File: src/rtl/comp_mult_pkg.sv
// Shared types and width helpers for the complex-multiplier arbiter.
// Optional build macro: CMARB_FIXED_PRIO_EN (fixed-priority arbitration).
package comp_mult_pkg;

  typedef enum logic [1:0] {
    StIdle  = 2'd0,
    StIssue = 2'd1,
    StWait  = 2'd2
  } state_e;

  // Operand bus: {x1, y1, x2, y2}, each dw bits.
  function automatic int unsigned op_width(input int unsigned dw);
    return 4 * dw;
  endfunction

  // Result bus: {xr, yr}, each 2*dw+2 bits.
  function automatic int unsigned res_width(input int unsigned dw);
    return 4 * (dw + 1);
  endfunction

  // Owner-ID width, kept at least one bit so a single requester still builds.
  function automatic int unsigned id_width(input int unsigned n);
    return (n > 1) ? $clog2(n) : 1;
  endfunction

endpackage

File: src/rtl/rr_arbiter.sv
// Combinational round-robin arbiter: first request at or above ptr_i, with wrap.
// With CMARB_FIXED_PRIO_EN defined the search always starts at 0 (lowest index wins).
module rr_arbiter
  import comp_mult_pkg::*;
#(
  parameter int unsigned N   = 4,
  parameter int unsigned IdW = id_width(N)
) (
  input  logic [N-1:0]   req_i,
  input  logic [IdW-1:0] ptr_i,
  output logic [N-1:0]   gnt_o,
  output logic [IdW-1:0] gnt_id_o
);

  logic [IdW-1:0] base;

`ifdef CMARB_FIXED_PRIO_EN
  logic unused_ptr;
  assign unused_ptr = ^ptr_i;
  assign base       = '0;
`else
  assign base = ptr_i;
`endif

  // Scan N positions starting from base; the first asserted request wins.
  always_comb begin
    logic         found;
    logic [IdW:0] idx;
    gnt_o    = '0;
    gnt_id_o = '0;
    found    = 1'b0;
    idx      = '0;
    for (int k = 0; k < int'(N); k++) begin
      idx = {1'b0, base} + (IdW + 1)'(k);
      if (idx >= (IdW + 1)'(N)) idx = idx - (IdW + 1)'(N);
      if (!found && req_i[idx[IdW-1:0]]) begin
        found                  = 1'b1;
        gnt_o[idx[IdW-1:0]]    = 1'b1;
        gnt_id_o               = idx[IdW-1:0];
      end
    end
  end

endmodule

File: src/rtl/comp_mult_arb.sv
// Shares one complex multiplier among NREQ val/rdy requesters, one transaction
// in flight at a time; results are routed back only to the issuing requester.
// Optional build macro: CMARB_FIXED_PRIO_EN (fixed priority, rr_ptr held at 0).
module comp_mult_arb
  import comp_mult_pkg::*;
#(
  parameter  int unsigned DWIDTH = 8,
  parameter  int unsigned NREQ   = 4,
  localparam int unsigned IDW    = id_width(NREQ),
  localparam int unsigned OpW    = op_width(DWIDTH),
  localparam int unsigned ResW   = res_width(DWIDTH)
) (
  input  logic                 clk,
  input  logic                 rst_n,
  input  logic                 sw_rst_i,
  input  logic [NREQ-1:0]      req_val_i,
  output logic [NREQ-1:0]      req_rdy_o,
  input  logic [NREQ*OpW-1:0]  req_data_i,
  output logic [NREQ-1:0]      rsp_val_o,
  input  logic [NREQ-1:0]      rsp_rdy_i,
  output logic [ResW-1:0]      rsp_data_o,
  output logic                 mult_op_val_o,
  input  logic                 mult_op_rdy_i,
  output logic [OpW-1:0]       mult_op_data_o,
  input  logic                 mult_res_val_i,
  output logic                 mult_res_rdy_o,
  input  logic [ResW-1:0]      mult_res_data_i,
  output logic [IDW-1:0]       owner_o,
  output logic                 busy_o
);

  state_e         state_q, state_d;
  logic [IDW-1:0] rr_ptr_q, rr_ptr_d;
  logic [IDW-1:0] owner_q, owner_d;
  logic [OpW-1:0] op_buf_q, op_buf_d;

  logic [NREQ-1:0]         arb_gnt;
  logic [IDW-1:0]          arb_id;
  logic [NREQ-1:0][OpW-1:0] req_data_arr;

  assign req_data_arr = req_data_i;

  rr_arbiter #(
    .N   (NREQ),
    .IdW (IDW)
  ) u_arb (
    .req_i    (req_val_i),
    .ptr_i    (rr_ptr_q),
    .gnt_o    (arb_gnt),
    .gnt_id_o (arb_id)
  );

  // Next-state: grant in IDLE, hand operands over in ISSUE, pass result in WAIT.
  always_comb begin
    state_d  = state_q;
    rr_ptr_d = rr_ptr_q;
    owner_d  = owner_q;
    op_buf_d = op_buf_q;
    unique case (state_q)
      StIdle: begin
        if (|req_val_i) begin
          state_d  = StIssue;
          op_buf_d = req_data_arr[arb_id];
          owner_d  = arb_id;
`ifdef CMARB_FIXED_PRIO_EN
          rr_ptr_d = '0;
`else
          rr_ptr_d = (arb_id == IDW'(NREQ - 1)) ? '0 : arb_id + 1'b1;
`endif
        end
      end
      StIssue: begin
        if (mult_op_rdy_i) state_d = StWait;
      end
      StWait: begin
        if (mult_res_val_i && rsp_rdy_i[owner_q]) state_d = StIdle;
      end
      default: state_d = StIdle;
    endcase
  end

  // State registers; sw_rst_i clears everything synchronously, dropping any transaction.
  always_ff @(posedge clk or negedge rst_n) begin
    if (!rst_n) begin
      state_q  <= StIdle;
      rr_ptr_q <= '0;
      owner_q  <= '0;
      op_buf_q <= '0;
    end else if (sw_rst_i) begin
      state_q  <= StIdle;
      rr_ptr_q <= '0;
      owner_q  <= '0;
      op_buf_q <= '0;
    end else begin
      state_q  <= state_d;
      rr_ptr_q <= rr_ptr_d;
      owner_q  <= owner_d;
      op_buf_q <= op_buf_d;
    end
  end

  // Handshake outputs; held low while sw_rst_i is asserted so nothing is accepted then.
  always_comb begin
    req_rdy_o      = '0;
    rsp_val_o      = '0;
    rsp_data_o     = '0;
    mult_res_rdy_o = 1'b0;
    mult_op_val_o  = (state_q == StIssue) && !sw_rst_i;
    mult_op_data_o = op_buf_q;
    owner_o        = owner_q;
    busy_o         = (state_q != StIdle);
    if (!sw_rst_i) begin
      if (state_q == StIdle) req_rdy_o = arb_gnt;
      if (state_q == StWait) begin
        rsp_val_o[owner_q] = mult_res_val_i;
        mult_res_rdy_o     = rsp_rdy_i[owner_q];
        rsp_data_o         = mult_res_data_i;
      end
    end
  end

endmodule
File: config.mk
export PLATFORM = sky130hd
export DESIGN_NAME = comp_mult_arb
export DESIGN_NICKNAME = d
export VERILOG_FILES = /design/src/rtl/comp_mult_pkg.sv /design/src/rtl/rr_arbiter.sv /design/src/rtl/comp_mult_arb.sv
export SDC_FILE = /design/constraint.sdc
export NUM_CORES = 1
export LEC_CHECK = 0
export BUFFER_PORTS_ARGS = -buffer_cell sky130_fd_sc_hd__buf_4
export CAP_MARGIN = 25
export CORE_MARGIN = 4
export CORE_UTILIZATION = 50
export CTS_CLUSTER_DIAMETER = 50
export DETAILED_ROUTE_END_ITERATION = 6
export PLACE_DENSITY = 0.88
export SYNTH_ARGS = -nofsm -noshare
export SYNTH_HDL_FRONTEND = slang
export SYNTH_SLANG_ARGS = --single-unit
File: constraint.sdc
create_clock -name clk -period 10.7 [get_ports clk]
set_input_delay 2.14 -clock clk [delete_from_list [all_inputs] [get_ports clk]]
set_output_delay 2.14 -clock clk [all_outputs]
set_load 0.1 [all_outputs]
==> run metrics, run 1 <==
area fraction in compound gates after synthesis 0.411; I/O Buffers 257; area grow syn2layout 41.0%; WHS Path Cells 1; Final Instance Count excl. Fillers 901; Placed Cells 892; Setup CP Type input pin to primary output; Reg clk slew, reported paths 0.08 ns; number of routed nets with antenna violations 0; drt drc 0; Vias 5,557; Mapped Nets 748; post-synthesis mux area share 0.102; Synth Area in Simple Gates 0.155; Hold WC Path Type flop to flop; area occupied by registers 951 µm²; Avg Inst Size Synth 8.43 µm²; skew final 0.00487 ns; DR WL/cell 19.2 µm; final setup violation count 0; Worst VDD drop 0.234 mV; Horiz. Die Dim 105 µm; fin. max-slew vios 0; Die Area 0.0111 mm²; Synth async-reset ratio 1.00; HPWL after detailed placement 12,700 µm; Least-Margin Pin Slew 1.08 ns; Num Clock Sinks 38; layout cells sized above 1 0.440; crit start category input pin; Placer Congestion 0.845; period utilization 0.619; Worst Setup End Kind primary output; Final Critical Period 6.63 ns; Crit path required time 8.56 ns; Final Hold Vio Count 0; Multi-input gate area 0.00332 mm²; largest stage delay on the critical path 0.73 ns; status finished, final reports clean; core area 0.00924 mm²; Synth Area in XOR/XNOR 0; Root Driver clkbuf_8; First-pass DRT Iterations 5; Initial Util 0.514; Setup TNS 0 ns; CTS Buf Count 5; register area share after synthesis 0.200; first-pass GRT wire length 27,000 µm; Post-synth EDFFs 0; Stages on worst setup path 7; number of max-cap violations 0; filler cell count 711; number of diodes 0; GR Util All Layers 0.291; vias per cell 6.17; CTS tree yes; cell mode on critical path buf_4; crit-path cells buf_4 -> mux4_2 -> nor2b_4 -> a221o_1 -> o21ai_0 -> a21oi_1 -> buf_4; synth unique cells 46; Ys Warns 0; Worst slew margin 0.282; drt first-iter violations 371; Max Fclk 151 MHz; Hold Buf Count CTS 0; delay-heaviest family, CP simple AND/OR/NAND/NOR gates; Routed WL 17,300 µm; vias in the first global route 5,571; Max FO, Critical Path 36; Setup Fix Bufs, Post-CTS 0; IO Count 258; H-Tree Depth 2; fin nets 956; total gr overflow 0; post-layout util 0.724; critical path arrival 4.49 ns; Worst-Skew Late Latency 0.29 ns; area of the mapped netlist 0.00475 mm²; power per cell area 248 mW/mm²; CTS Buffer Depth 2; die height 105 µm; CP bufs+invs 2; setup repair after global routing missed its margin no; Rows 35; post-CTS resize count 0; initial antenna violation count 0; largest family of logic cells by synthesized area compound AO/OA/AOI/OAI gates; Worst Reg-to-Reg Cells 6; slowest CP cell nor2b_4; largest net degree at the start of global routing 104; Pleak 3.15 nW; register bit total from synthesis 38; Cells after Synth 563; most used flip-flop cell after synthesis dfrtp_1; adder-cell share of the synthesized area 0.0211
cell usage after synthesis, types with 2 or more instances:
master / number / area (µm²)
nor3_1: 35 / 175
nand2_1: 12 / 45.0
nand2b_1: 2 / 12.5
mux4_2: 4 / 90.1
ha_1: 8 / 100
a22o_1: 3 / 26.3
mux2i_1: 37 / 370
nor2b_1: 4 / 25.0
o21ai_0: 8 / 40.0
buf_4: 4 / 30.0
mux2_2: 2 / 22.5
a21oi_1: 36 / 180
nor2_1: 44 / 165
o21ai_1: 32 / 160
nand3_1: 4 / 20.0
a211oi_1: 13 / 97.6
buf_2: 16 / 80.1
a211oi_2: 20 / 250
a2111oi_0: 3 / 26.3
a221o_1: 37 / 370
o22ai_1: 33 / 206
clkbuf_1: 28 / 105
and2_1: 37 / 231
nor3b_1: 2 / 15.0
buf_6: 15 / 169
a2111oi_2: 30 / 450
dfrtp_1: 38 / 951
inv_1: 37 / 139
a21oi_2: 2 / 17.5
kinds of logic (layout without fill, tap and decap cells):
logic type,count (synthesis),in the layout
adder cells (fa/ha/maj),8,8
multiplexers,43,43
AND/OR/NAND/NOR,145,145
flip-flops,38,38
AO/OA/AOI/OAI,228,228
buffers and inverters,101,310
through the flow:
| stage | area, µm² | setup slack [ns] | power, mW | hold slack, ns |
|---|---|---|---|---|
| detailed placement | 6570 | 4.16 | 1.54 | 0.505 |
| global placement | 6540 | 4.22 | 1.49 | 0.498 |
| floorplan | 4750 | 3.83 | 1.28 | 0.493 |
| CTS | 6660 | 4.15 | 1.64 | 0.523 |
| global route | 6690 | 3.97 | 1.74 | 0.547 |
| finish | 6690 | 4.07 | 1.66 | 0.522 |
metal layers:
metal / up-vias / GRT usage / routed length [µm]
met5: - / 0 / 0
met3: 47 / 0.0570 / 1310
met1: 2640 / 0.350 / 6600
met4: 0 / 0.120 / 590
met2: 296 / 0.505 / 8790
li1: 2574 / - / -
layout by cell type, fill, tap and decap left out, types with 2 or more instances in the layout:
master       n
buf_4      262
nor2_1      44
dfrtp_1     38
inv_1       37
mux2i_1     37
a221o_1     37
and2_1      37
a21oi_1     36
nor3_1      35
o22ai_1     33
o21ai_1     31
a2111oi_2   30
a211oi_2    20
a211oi_1    13
nand2_1     12
o21ai_0      8
ha_1         8
clkbuf_8     6
nand3_1      4
mux4_2       4
nor2b_1      3
a22o_1       3
a2111oi_0    3
clkinv_2     2
nand2b_1     2
mux2_2       2
buf_16       2
report_power, final:
group | leakage (nW) | internal (mW) | switching [mW] | total (mW)
Sequential | 0.501 | 0.196 | 0.0546 | 0.250
Combinational | 2.60 | 0.390 | 0.913 | 1.30
Clock | 0.0482 | 0.0521 | 0.0529 | 0.105
Total | 3.15 | 0.638 | 1.02 | 1.66
layout make-up:
class,count,share of cell area
Timing Repair Buffer,264,0.302
Clock buffer,7,0.0129
Inverter,38,0.0215
Clock inverter,1,0.000748
Multi-Input combinational cell,424,0.496
Tap cell,129,0.0241
Sequential cell,38,0.142
sequential cells by signal (all words and copies together), names as in the netlist:
signal          count
owner_o             2
mult_op_data_o     32
rr_ptr_q            2
state_q             2
worst paths after layout:
path | startpoint | endpoint | slack, ns
max | req_val_i[3] | req_rdy_o[0] | 4.07
min | mult_op_data_o[20] | mult_op_data_o[20] | 0.52
max reg2reg | rr_ptr_q[0] | mult_op_data_o[30] | 6.48
min reg2reg | mult_op_data_o[20] | mult_op_data_o[20] | 0.52
max in group asynchronous | rst_n | mult_op_data_o[2] | 8.53
min in group asynchronous | rst_n | mult_op_data_o[18] | 1.81
Power figures use the tool's default switching activity.
==> run 2, diff against run 1 <==
--- a/config.mk
+++ b/config.mk
@@ -8,10 +8,10 @@
 export BUFFER_PORTS_ARGS = -buffer_cell sky130_fd_sc_hd__buf_4
 export CAP_MARGIN = 25
 export CORE_MARGIN = 4
-export CORE_UTILIZATION = 50
+export CORE_UTILIZATION = 46
 export CTS_CLUSTER_DIAMETER = 50
 export DETAILED_ROUTE_END_ITERATION = 6
-export PLACE_DENSITY = 0.88
+export PLACE_DENSITY = 0.82
 export SYNTH_ARGS = -nofsm -noshare
 export SYNTH_HDL_FRONTEND = slang
 export SYNTH_SLANG_ARGS = --single-unit
==> constraint.sdc (replaced) <==
create_clock -name clk -period 6.4 [get_ports clk]
set_input_delay 1.28 -clock clk [delete_from_list [all_inputs] [get_ports clk]]
set_output_delay 1.28 -clock clk [all_outputs]
set_load 0.1 [all_outputs]
==> run 2 against run 1 <==
Compared with the run above: design area increased by 1.2%; critical path depth is 1 higher; sequential power is 66% higher; first-iteration DRC count increased by 16%; critical endpoint is now req_rdy_o[3].
==> run metrics, run 2 (same netlist as run 1, synthesis figures left out) <==
Rows 36 (+2.9%); slowest CP cell dfrtp_1; Vias 5,594 (+0.67%); status finished, final reports clean; critical path arrival 3.89 ns (-0.60 ns); vias in the first global route 5,736 (+3.0%); core area 0.00991 mm² (+7.2%); final worst setup slack 1.23 ns (-2.84 ns); crit-path cells clkinv_2 -> ha_1 -> mux4_2 -> nor2b_4 -> a221o_1 -> o21ai_0 -> a21oi_1 -> buf_4; Root Driver clkbuf_8; Num Clock Sinks 38 (unchanged); Max Fclk 194 MHz; final setup violation count 0 (unchanged); die height 110 µm (+3.9%); Setup CP Type flop to primary output; setup repair after global routing missed its margin no; Stages on worst setup path 8 (+1); drt first-iter violations 430 (+16%); CTS Buf Count 5 (unchanged); Initial Util 0.479 (-0.0347); GR Util All Layers 0.292 (+0.00166); Routed WL 18,400 µm (+6.4%); Crit path required time 5.12 ns (-3.44 ns); fin nets 959 (+0.31%); Worst Reg-to-Reg Cells 7 (+1); Worst slew margin 0.294 (+0.0116); worst hold start mult_op_data_o[27]; post-CTS resize count 0 (unchanged); commonest non-fill, non-tap cell in the layout buf_4; WHS Path Cells 1 (unchanged); delay-heaviest family, CP flip-flops; max FFs per register 32 (unchanged); Hold WC Path Type flop to flop; first-pass GRT wire length 27,900 µm (+3.4%); Max FO, Critical Path 36 (unchanged); DR WL/cell 20.3 µm (+5.5%); Setup TNS 0 ns (unchanged); power per cell area 420 mW/mm² (+69%); Placed Cells 897 (+0.56%); CTS tree yes; period utilization 0.807; reg2reg start rr_ptr_q[0]; vias per cell 6.16 (-0.11%); Placer Congestion 0.824 (-2.5%); IO Count 258 (unchanged); Pleak 3.19 nW (+1.2%); number of diodes 0 (unchanged); number of max-cap violations 0 (unchanged); Multi-input gate area 0.00332 mm² (unchanged); Worst VDD drop 0.272 mV (+16%); largest net degree at the start of global routing 104 (unchanged); HPWL after detailed placement 13,300 µm (+4.8%); RR Endpoint mult_op_data_o[8]; largest stage delay on the critical path 0.93 ns (+0.20 ns); Worst Setup End Kind primary output; Reg clk slew, reported paths 0.08 ns (about the same); fin. max-slew vios 0 (unchanged); filler cell count 816 (+15%); drt drc 0 (unchanged); Hold Buf Count CTS 0 (unchanged); Least-Margin Pin Slew 1.06 ns (-0.0214 ns); Final Instance Count excl. Fillers 908 (+0.78%); H-Tree Depth 2 (unchanged); most frequent cells in the layout buf_4 (263), nor2_1 (44), dfrtp_1 (38); R2R setup slack 2.45 ns (-4.03 ns); I/O Buffers 257 (unchanged); CTS Buffer Depth 2 (unchanged); area grow syn2layout 42.6%; area occupied by registers 951 µm² (unchanged); Setup Fix Bufs, Post-CTS 0 (unchanged); Horiz. Die Dim 110 µm (+3.9%); initial antenna violation count 0 (unchanged); First-pass DRT Iterations 5 (unchanged); Hold Path Sink mult_op_data_o[27]; skew final 0.00703 ns (+0.00216 ns); CP bufs+invs 2 (unchanged); Design Power 2.84 mW (+71%); crit start category flop; Final Hold Vio Count 0 (unchanged); Worst-Skew Late Latency 0.30 ns (about the same); total gr overflow 0 (unchanged); layout cells sized above 1 0.444 (+0.00346); number of routed nets with antenna violations 0 (unchanged); Die Area 0.0120 mm² (+8.0%); Setup WS pre-CTS 1.53 ns (-2.63 ns); Final Critical Period 5.17 ns
-- run 2: cell types whose count changed in the layout (fill, tap and decap cells not counted), sizes merged --
cell    change
clkbuf      -2
buf         +3
bufinv      +1
clkinv      +1
-- run 2: layout make-up --
type	count	share of cell area
Clock buffer	5	0.0102
Clock inverter	3	0.00592
Inverter	38	0.0213
Multi-Input combinational cell	424	0.491
Sequential cell	38	0.141
Tap cell	133	0.0246
Timing Repair Buffer	267	0.307
-- run 2: how the worst max path moves through the flow --
stage,start,endpoint,slack (ns)
after floorplan,rr_ptr_q[0],req_rdy_o[0],0.64
after global placement,req_val_i[3],req_rdy_o[0],1.60
after detailed placement,req_val_i[3],req_rdy_o[2],1.53
after CTS,rr_ptr_q[0],req_rdy_o[2],1.24
after global routing,rr_ptr_q[0],req_rdy_o[2],0.99
final,rr_ptr_q[0],req_rdy_o[3],1.23
-- run 2: through the flow --
step	cell area [µm²]	utilization	hold WS (ns)
detailed placement	6580	0.664	0.497
global placement	6560	0.662	0.497
CTS	6690	0.675	0.524
floorplan	4750	-	0.493
finish	6770	0.683	0.520
global route	6770	0.683	0.539
-- run 2: power by group --
group	internal, mW	switching, mW	total [mW]	leakage [nW]
clock	0.115	0.0994	0.214	0.0579
combinational	0.671	1.54	2.21	2.63
sequential	0.327	0.0883	0.415	0.501
total	1.11	1.73	2.84	3.19
-- run 2: per-layer routing --
layer  up-vias  GRT usage  routed length (µm)
met4         0      0.114                 688
met1      2664      0.324                6720
met2       293      0.543                9280
met5         -          0                   0
met3        57     0.0599                1700
li1       2580          -                   -
==> run 3, diff against run 2 <==
==> constraint.sdc (replaced) <==
create_clock -name clk -period 5 [get_ports clk]
set_input_delay 1 -clock clk [delete_from_list [all_inputs] [get_ports clk]]
set_output_delay 1 -clock clk [all_outputs]
set_load 0.1 [all_outputs]
==> run 3 against run 2 <==
Compared with the run above: power rose by 25%; via count barely moved; sequential power rose by 31%; critical path type unchanged; critical endpoint is now req_rdy_o[1]; setup slack got worse by 0.83 ns; highest routed layer unchanged.
==> run metrics, run 3 (same netlist as run 1, synthesis figures left out) <==
status finished, final reports clean; post-CTS resize count 0 (unchanged); I/O Buffers 257 (unchanged); Setup Fix Bufs, Post-CTS 0 (unchanged); number of max-cap violations 0 (unchanged); Final Hold Vio Count 0 (unchanged); max FFs per register 32 (unchanged); fin. max-slew vios 0 (unchanged); Setup TNS 0 ns (unchanged); Setup CP Type flop to primary output; Num Clock Sinks 38 (unchanged); Crit path required time 4.00 ns (-1.12 ns); H-Tree Depth 2 (unchanged); Clock power frac 0.064 (-0.011); DR WL/cell 20.5 µm (+1.4%); drt drc 0 (unchanged); Vias 5,595 (+0.018%); HPWL after detailed placement 13,700 µm (+2.6%); area grow syn2layout 41.1%; final worst setup slack 0.400 ns (-0.834 ns); Least-Margin Pin Slew 1.07 ns (+0.0144 ns); IO Count 258 (unchanged); number of routed nets with antenna violations 0 (unchanged); crit start category flop; Placer Congestion 0.884 (+7.3%); CP bufs+invs 2 (unchanged); layout cells sized above 1 0.448 (+0.00374); vias in the first global route 5,703 (-0.58%); delay-heaviest family, CP flip-flops; drt first-iter violations 465 (+8.1%); power per cell area 532 mW/mm² (+27%); Worst VDD drop 0.381 mV (+40%); Worst Setup End Kind primary output; Max FO, Critical Path 22 (-39%); R2R setup slack 1.09 ns (-1.36 ns); GR Util All Layers 0.299 (+0.00647); largest net degree at the start of global routing 104 (unchanged); die height 110 µm (unchanged); combinational power share 0.784 (+0.006); Max Fclk 217 MHz; Routed WL 18,600 µm (+1.1%); Die Area 0.0120 mm² (unchanged); sw frac 0.619 (+0.0108); Root Driver clkbuf_8; slowest CP cell dfrtp_1; number of diodes 0 (unchanged); crit-path cells clkinv_2 -> ha_1 -> mux4_2 -> nor2b_4 -> a221o_1 -> o21ai_0 -> a21oi_2 -> buf_4; total gr overflow 0 (unchanged); Reg clk slew, reported paths 0.09 ns (about the same); most frequent cells in the layout buf_4 (266), nor2_1 (44), dfrtp_1 (38); Cell Int Power 1.36 mW (+22%); Initial Util 0.479 (unchanged); CTS Buf Count 5 (unchanged); commonest non-fill, non-tap cell in the layout buf_4; vias per cell 6.18 (+0.24%); core area 0.00991 mm² (unchanged); Hold WC Path Type flop to flop; Horiz. Die Dim 110 µm (unchanged); first-pass GRT wire length 28,100 µm (+0.89%); fin nets 959 (unchanged); Pleak 3.15 nW (-1.3%); Setup WS pre-CTS 0.743 ns (-0.787 ns); Rows 36 (unchanged); Worst-Skew Late Latency 0.30 ns (about the same); Sw Pwr 2.21 mW (+28%); CTS tree yes; critical path arrival 3.60 ns (-0.29 ns); CTS Buffer Depth 2 (unchanged); skew final 0.00879 ns (+0.00176 ns); Hold Buf Count CTS 0 (unchanged); First-pass DRT Iterations 5 (unchanged); Worst slew margin 0.287 (-0.00696); period utilization 0.920; sequential share of power 0.153 (+0.007); initial antenna violation count 0 (unchanged); final setup violation count 0 (unchanged); setup repair after global routing missed its margin no; largest stage delay on the critical path 0.90 ns (-0.03 ns); Final Critical Period 4.60 ns
[run 3: worst reg2reg max path, delay by kind of cell, from the launching register on]
| family | cells | cell delay (ns) |
|---|---|---|
| mux | 1 | 0.46 |
| compound gates | 3 | 0.58 |
| fa+ha+maj | 1 | 0.48 |
| flops | 1 | 0.90 |
| simple gates | 2 | 0.91 |
| buf+inv | 2 | 0.53 |
[run 3: metrics by stage]
stage          hold WS, ns  instances  area [µm²]  total power [mW]   util
4_1_cts              0.523        905        6680              3.54  0.674
6_report             0.522        906        6700              3.56  0.676
3_3_place_gp         0.499        899        6590              3.24  0.665
2_1_floorplan        0.493        563        4760              2.74      -
3_5_place_dp         0.504        899        6590              3.32  0.665
5_1_grt              0.534        906        6700              3.74  0.676
[run 3: per-layer routing]
layer	vias to the layer above	share of wire	global-route usage
met4	0	0.041	0.148
met3	53	0.094	0.0769
met5	-	0	0
met2	317	0.51	0.538
li1	2567	-	-
met1	2658	0.36	0.323
[run 3: worst paths after layout]
kind,startpoint,endpoint,cells past startpoint
setup / recovery,rr_ptr_q[0],req_rdy_o[1],8
hold / removal,mult_op_data_o[18],mult_op_data_o[18],1
setup reg to reg,rr_ptr_q[0],mult_op_data_o[0],9
hold reg to reg,mult_op_data_o[18],mult_op_data_o[18],1
max in group asynchronous,rst_n,mult_op_data_o[5],1
min in group asynchronous,rst_n,mult_op_data_o[24],1
[run 3: cell type report]
cell class | count | area [µm²]
Clock buffer | 6 | 82.6
Tap cell | 133 | 166
Inverter | 38 | 144
Fill cell | 812 | 3210
Multi-Input combinational cell | 424 | 3340
Sequential cell | 38 | 951
Timing Repair Buffer | 267 | 2020
[run 3: power groups by stage]
stage                     clock, mW  sequential (mW)  combinational, mW
after floorplan                   0             1.27               1.47
after global placement            0            0.535               2.70
after detailed placement          0            0.545               2.77
after CTS                     0.226            0.540               2.78
after global routing          0.241            0.556               2.94
final                         0.226            0.544               2.79
